==> src/rtl/sha256_core_if.sv <==
// Request/result bundle for sha256_core: one 512-bit block in, one 256-bit digest out.
interface sha256_core_if;
    logic         start;
    logic         first;
    logic [511:0] block;
    logic         busy;
    logic         done;
    logic [255:0] digest;

    modport master (output start, first, block, input busy, done, digest);
    modport slave  (input start, first, block, output busy, done, digest);
endinterface

==> src/rtl/sha256_core.sv <==
// SHA-256 compression engine: one pre-padded block per start, ROUNDS_PER_CYCLE rounds per clock,
// chaining value H kept internally so multi-block messages need no external state.
module sha256_core #(
    parameter int unsigned ROUNDS_PER_CYCLE = 1,
    parameter int unsigned DONE_HOLD        = 0
) (
    input logic        clock,
    input logic        reset,
    sha256_core_if.slave bus
);

    typedef enum logic [1:0] {IDLE, ROUND, FINAL} state_t;

    localparam logic [5:0] LAST_RND = 6'(64 - ROUNDS_PER_CYCLE);

    localparam logic [31:0] IV [8] = '{
        32'h6a09e667, 32'hbb67ae85, 32'h3c6ef372, 32'ha54ff53a,
        32'h510e527f, 32'h9b05688c, 32'h1f83d9ab, 32'h5be0cd19
    };

    localparam logic [31:0] K [64] = '{
        32'h428a2f98, 32'h71374491, 32'hb5c0fbcf, 32'he9b5dba5,
        32'h3956c25b, 32'h59f111f1, 32'h923f82a4, 32'hab1c5ed5,
        32'hd807aa98, 32'h12835b01, 32'h243185be, 32'h550c7dc3,
        32'h72be5d74, 32'h80deb1fe, 32'h9bdc06a7, 32'hc19bf174,
        32'he49b69c1, 32'hefbe4786, 32'h0fc19dc6, 32'h240ca1cc,
        32'h2de92c6f, 32'h4a7484aa, 32'h5cb0a9dc, 32'h76f988da,
        32'h983e5152, 32'ha831c66d, 32'hb00327c8, 32'hbf597fc7,
        32'hc6e00bf3, 32'hd5a79147, 32'h06ca6351, 32'h14292967,
        32'h27b70a85, 32'h2e1b2138, 32'h4d2c6dfc, 32'h53380d13,
        32'h650a7354, 32'h766a0abb, 32'h81c2c92e, 32'h92722c85,
        32'ha2bfe8a1, 32'ha81a664b, 32'hc24b8b70, 32'hc76c51a3,
        32'hd192e819, 32'hd6990624, 32'hf40e3585, 32'h106aa070,
        32'h19a4c116, 32'h1e376c08, 32'h2748774c, 32'h34b0bcb5,
        32'h391c0cb3, 32'h4ed8aa4a, 32'h5b9cca4f, 32'h682e6ff3,
        32'h748f82ee, 32'h78a5636f, 32'h84c87814, 32'h8cc70208,
        32'h90befffa, 32'ha4506ceb, 32'hbef9a3f7, 32'hc67178f2
    };

    function automatic logic [31:0] rotr(input logic [31:0] x, input int unsigned n);
        return (x >> n) | (x << (32 - n));
    endfunction

    function automatic logic [31:0] bsig0(input logic [31:0] x);
        return rotr(x, 2) ^ rotr(x, 13) ^ rotr(x, 22);
    endfunction

    function automatic logic [31:0] bsig1(input logic [31:0] x);
        return rotr(x, 6) ^ rotr(x, 11) ^ rotr(x, 25);
    endfunction

    function automatic logic [31:0] ssig0(input logic [31:0] x);
        return rotr(x, 7) ^ rotr(x, 18) ^ (x >> 3);
    endfunction

    function automatic logic [31:0] ssig1(input logic [31:0] x);
        return rotr(x, 17) ^ rotr(x, 19) ^ (x >> 10);
    endfunction

    state_t        state, state_n;
    logic [5:0]    rnd;
    logic [31:0]   hreg [8];
    logic [31:0]   v    [8];
    logic [31:0]   w    [16];
    logic [31:0]   vn   [8];
    logic [31:0]   wn   [16];
    logic [31:0]   hsum [8];
    logic [31:0]   t1, t2, ws;
    logic [255:0]  digest_r;
    logic          done_r;
    logic          accept;

    assign accept     = (state == IDLE) && bus.start;
    assign bus.done   = done_r;
    assign bus.digest = digest_r;

    always_ff @(posedge clock or posedge reset) begin
        if (reset) begin
            state <= IDLE;
        end else begin
            state <= state_n;
        end
    end

    always_comb begin
        state_n  = state;
        bus.busy = (state != IDLE);
        case (state)
            IDLE:    if (bus.start) state_n = ROUND;
            ROUND:   if (rnd == LAST_RND) state_n = FINAL;
            FINAL:   state_n = IDLE;
            default: state_n = IDLE;
        endcase
    end

    // Rounds are chained combinationally; w[0] is always W_t for the round being applied.
    always_comb begin
        vn = v;
        wn = w;
        t1 = '0;
        t2 = '0;
        ws = '0;
        for (int unsigned j = 0; j < ROUNDS_PER_CYCLE; j++) begin
            t1 = vn[7] + bsig1(vn[4]) + ((vn[4] & vn[5]) ^ (~vn[4] & vn[6]))
               + K[rnd + 6'(j)] + wn[0];
            t2 = bsig0(vn[0]) + ((vn[0] & vn[1]) ^ (vn[0] & vn[2]) ^ (vn[1] & vn[2]));
            vn[7] = vn[6];
            vn[6] = vn[5];
            vn[5] = vn[4];
            vn[4] = vn[3] + t1;
            vn[3] = vn[2];
            vn[2] = vn[1];
            vn[1] = vn[0];
            vn[0] = t1 + t2;
            ws = ssig1(wn[14]) + wn[9] + ssig0(wn[1]) + wn[0];
            for (int unsigned k = 0; k < 15; k++) begin
                wn[k] = wn[k + 1];
            end
            wn[15] = ws;
        end
    end

    always_comb begin
        for (int unsigned i = 0; i < 8; i++) begin
            hsum[i] = hreg[i] + v[i];
        end
    end

    always_ff @(posedge clock or posedge reset) begin
        if (reset) begin
            for (int unsigned i = 0; i < 8; i++) begin
                hreg[i] <= IV[i];
                v[i]    <= '0;
            end
            for (int unsigned i = 0; i < 16; i++) begin
                w[i] <= '0;
            end
            rnd      <= '0;
            done_r   <= 1'b0;
            digest_r <= '0;
        end else begin
            if (DONE_HOLD == 0 || accept) begin
                done_r <= 1'b0;
            end
            case (state)
                IDLE: begin
                    if (bus.start) begin
                        for (int unsigned i = 0; i < 16; i++) begin
                            w[i] <= bus.block[511 - 32*i -: 32];
                        end
                        for (int unsigned i = 0; i < 8; i++) begin
                            v[i] <= bus.first ? IV[i] : hreg[i];
                            if (bus.first) hreg[i] <= IV[i];
                        end
                        rnd <= '0;
                    end
                end
                ROUND: begin
                    v   <= vn;
                    w   <= wn;
                    rnd <= rnd + 6'(ROUNDS_PER_CYCLE);
                end
                FINAL: begin
                    for (int unsigned i = 0; i < 8; i++) begin
                        hreg[i]                  <= hsum[i];
                        digest_r[255 - 32*i -: 32] <= hsum[i];
                    end
                    done_r <= 1'b1;
                end
                default: ;
            endcase
        end
    end

endmodule

==> src/flat_wrapper.sv <==
// flat-port wrapper written by rule: the top's interface ports become plain ports
module sha256_core_flat 
#(
    parameter int unsigned ROUNDS_PER_CYCLE = 1,
    parameter int unsigned DONE_HOLD        = 0
)
  (clock, reset, bus_start, bus_first, bus_block, bus_busy, bus_done, bus_digest);
  sha256_core_if bus_i ();
  input logic clock;
  input logic reset;
  input wire logic [$bits(bus_i.start)-1:0] bus_start;
  input wire logic [$bits(bus_i.first)-1:0] bus_first;
  input wire logic [$bits(bus_i.block)-1:0] bus_block;
  output wire logic [$bits(bus_i.busy)-1:0] bus_busy;
  output wire logic [$bits(bus_i.done)-1:0] bus_done;
  output wire logic [$bits(bus_i.digest)-1:0] bus_digest;
  assign bus_i.start = bus_start;
  assign bus_i.first = bus_first;
  assign bus_i.block = bus_block;
  assign bus_busy = bus_i.busy;
  assign bus_done = bus_i.done;
  assign bus_digest = bus_i.digest;
  sha256_core #(.ROUNDS_PER_CYCLE(ROUNDS_PER_CYCLE), .DONE_HOLD(DONE_HOLD)) u_core (.clock(clock), .reset(reset), .bus(bus_i));
endmodule
==> config.mk <==
export PLATFORM = sky130hd
export DESIGN_NAME = sha256_core_flat
export DESIGN_NICKNAME = d
export VERILOG_FILES = /design/src/rtl/sha256_core_if.sv /design/src/rtl/sha256_core.sv /design/src/flat_wrapper.sv
export SDC_FILE = /design/constraint.sdc
export NUM_CORES = 2
export LEC_CHECK = 0
export CAP_MARGIN = 5
export CELL_PAD_IN_SITES_DETAIL_PLACEMENT = 1
export CELL_PAD_IN_SITES_GLOBAL_PLACEMENT = 2
export CORE_MARGIN = 2
export CORE_UTILIZATION = 40
export CTS_CLUSTER_DIAMETER = 50
export CTS_CLUSTER_SIZE = 28
export DETAILED_ROUTE_END_ITERATION = 7
export DONT_BUFFER_PORTS = 1
export PLACE_DENSITY_LB_ADDON = 0.3
export SLEW_MARGIN = 20
export SYNTH_ARGS = -nofsm -noshare
export SYNTH_HDL_FRONTEND = slang
export SYNTH_SLANG_ARGS = --single-unit
==> constraint.sdc <==
create_clock -name clock -period 52.2 [get_ports clock]
set_input_delay 2.61 -clock clock [delete_from_list [all_inputs] [get_ports clock]]
set_output_delay 2.61 -clock clock [all_outputs]
set_load 0.02 [all_outputs]
==> reports/metrics.cfg <==
[synthesis]
synth-edff-count=0
ys_seq_elements=1289
syn_area_mm2=0.0810
yosys_most_used_dff=dfrtp_1
yosys-top-cells-count=1,966 x nand2_1, 1,153 x dfrtp_1, 981 x nor2_1, 596 x a21oi_1, 595 x clkbuf_1
yosysMostFrequentCell=nand2_1
synth_cell_types=86
synth_top_area_cell=dfrtp_1
async_reset_ff_share_pct=100
yosys.area.top_type_share_pct=35.6
synth_area_leaders=dfrtp_1 36%, nand2_1 9.1%, ha_1 6.1%
syn_avg_cell_area_um2=8.46
syn_inst=9582
synth_seq_area_share_pct=40.0
yosys_warnings=0
synth_fp_nets=10700

[clock_network]
numCtsBuffers=175
post_cts_resized=0
cts_tree=done
cts_hold_buffers=0
clock-root-buffer=clkbuf_16
path_clk_slew_ns=0.07
clock_latency_ns=0.86
clk_path_buf_depth=3
post_cts_buffers=0
clkSinkCount=1289
h-tree-depth=4

[global_routing]
antenna_found_initial=71
grt-ovfl-total=0
grt_pass1_wl_mm=518
grtUsageMet2_pct=54.3
grt_max_degree=226
grt_util_met1_pct=44.0
grt.busiest_layer=met2
track_usage_pct=34.1
grt_use_met3_pct=7.09
grt_pass1_vias=73900

[critical_path]
cp_max_fo=64
critical_path_required_ns=52.95
crit_path_start_kind=register
rrSetupSlack_ns=41.78
cp-end-kind=register
path_class=register to register
cp_slowest_stage_delay_ns=0.65
critical_path_arrival_ns=11.17
slowest_stage=or4b_2

[cells_and_area]
utilization_pct=44.3
layout.nets=10300
area_growth_syn_to_layout_pct=10.2
drive_gt1_share_pct=6.65

[detailed_routing]
post-route-drc-count=0
viasPerCell=6.00
drt_first_pass_iters=5
first_iter_violations=6256
wl_per_cell_um=29.7
drtAntennaViolNets=0
drt-total-wl_mm=359
vias=72300

[timing]
rsz0062_at_grt=no
hold_viol=0
timing.hold.ws_ns=0.491
setup_viol=0
drv_slew=0
period_needed_ns=10.42
fin_crit_sh_pct=20.0
tns_ns=0
relSlewSlack_pct=23.8
fmax_mhz=96.0
fin_skew_ns=0.0426
worstMarginPinSlew_ns=1.13

[placement]
gp_congestion=0.967
dp_hpwl_mm=269
place.port_buffers=0

[die]
die-area_mm2=0.206
die_w_um=454
ios=774
die_height_um=454
initial_utilization_pct=40.2
design.core.area_mm2=0.202
rows=165

[run_status]
outcome=complete, no violations

[worst_hold_path]
hp-class=register to register

[job]
drv_cap=0

[worst paths after layout]
check,start,end,depth (start not counted)
hold / removal,u_core.hreg[142],u_core.hreg[142],2
hold reg to reg,u_core.hreg[142],u_core.hreg[142],2
setup reg to reg,u_core.rnd[2],u_core.v[255],33
setup / recovery,u_core.rnd[2],u_core.v[255],33
max in group asynchronous,reset,u_core.w[303],5
min in group asynchronous,reset,u_core.bus.digest[43],1
[cells in the final DEF (no fill, tap or decap), types with 209 or more instances in the layout]
cell type,n
a31oi_1,540
dfrtp_1,1149
inv_1,322
a21oi_1,596
nor3_1,209
ha_1,393
nor2_1,979
xnor2_1,389
nand2_1,1964
o21ai_0,498
[kinds of logic after synthesis]
logic type / Yosys count / synth area share (%)
muxes: 60 / 0.840
adders and majority gates: 612 / 11.2
buffers and inverters: 978 / 4.53
AOI/OAI and AO/OA: 2453 / 18.8
and+or+nand+nor: 3628 / 18.5
xor gates and xnor gates: 562 / 6.09
DFF: 1289 / 40.0
[metrics by stage]
step           worst slack, ns  cell area, um^2  instances
2_1_floorplan            13.49            81000       9582
6_report                 41.78            89300      12100
5_1_grt                  40.95            89300      12100
3_3_place_gp             41.93            82800      11700
3_5_place_dp             41.84            82800      11700
4_1_cts                  41.80            89200      12000
[flip-flops by register name (all words and copies together), names as in the netlist]
register,count
u_core.bus.digest,256
u_core.bus.done,1
u_core.hreg,256
u_core.rnd,6
u_core.state,2
u_core.v,256
u_core.w,512
[worst max-delay path: cells and delay by family, from the launching register on]
family / cells / cell delay [ns]
flip-flops: 1 / 0.59
XOR/XNOR: 2 / 0.47
AO/OA/AOI/OAI: 13 / 3.19
adder cells (fa/ha/maj): 6 / 2.62
buffers and inverters: 5 / 1.36
AND/OR/NAND/NOR: 7 / 1.97
[final cells by class]
type | instances | area [um^2]
Inverter | 327 | 1250
Tap cell | 2672 | 3340
Clock inverter | 129 | 1730
Timing Repair Buffer | 92 | 795
Multi-Input combinational cell | 7315 | 45000
Antenna cell | 33 | 82.6
Fill cell | 23500 | 112000
Sequential cell | 1289 | 32400
Clock buffer | 202 | 4660
[per-layer routing]
metal | share of wire [%] | wire length [um]
met5 | 0.12 | 448
met4 | 5.3 | 19200
met3 | 7.0 | 25100
met2 | 46 | 166000
met1 | 41 | 148000
Power is not shown: default switching activity piles up to over one toggle a cycle in this logic, so the estimate is an artifact.
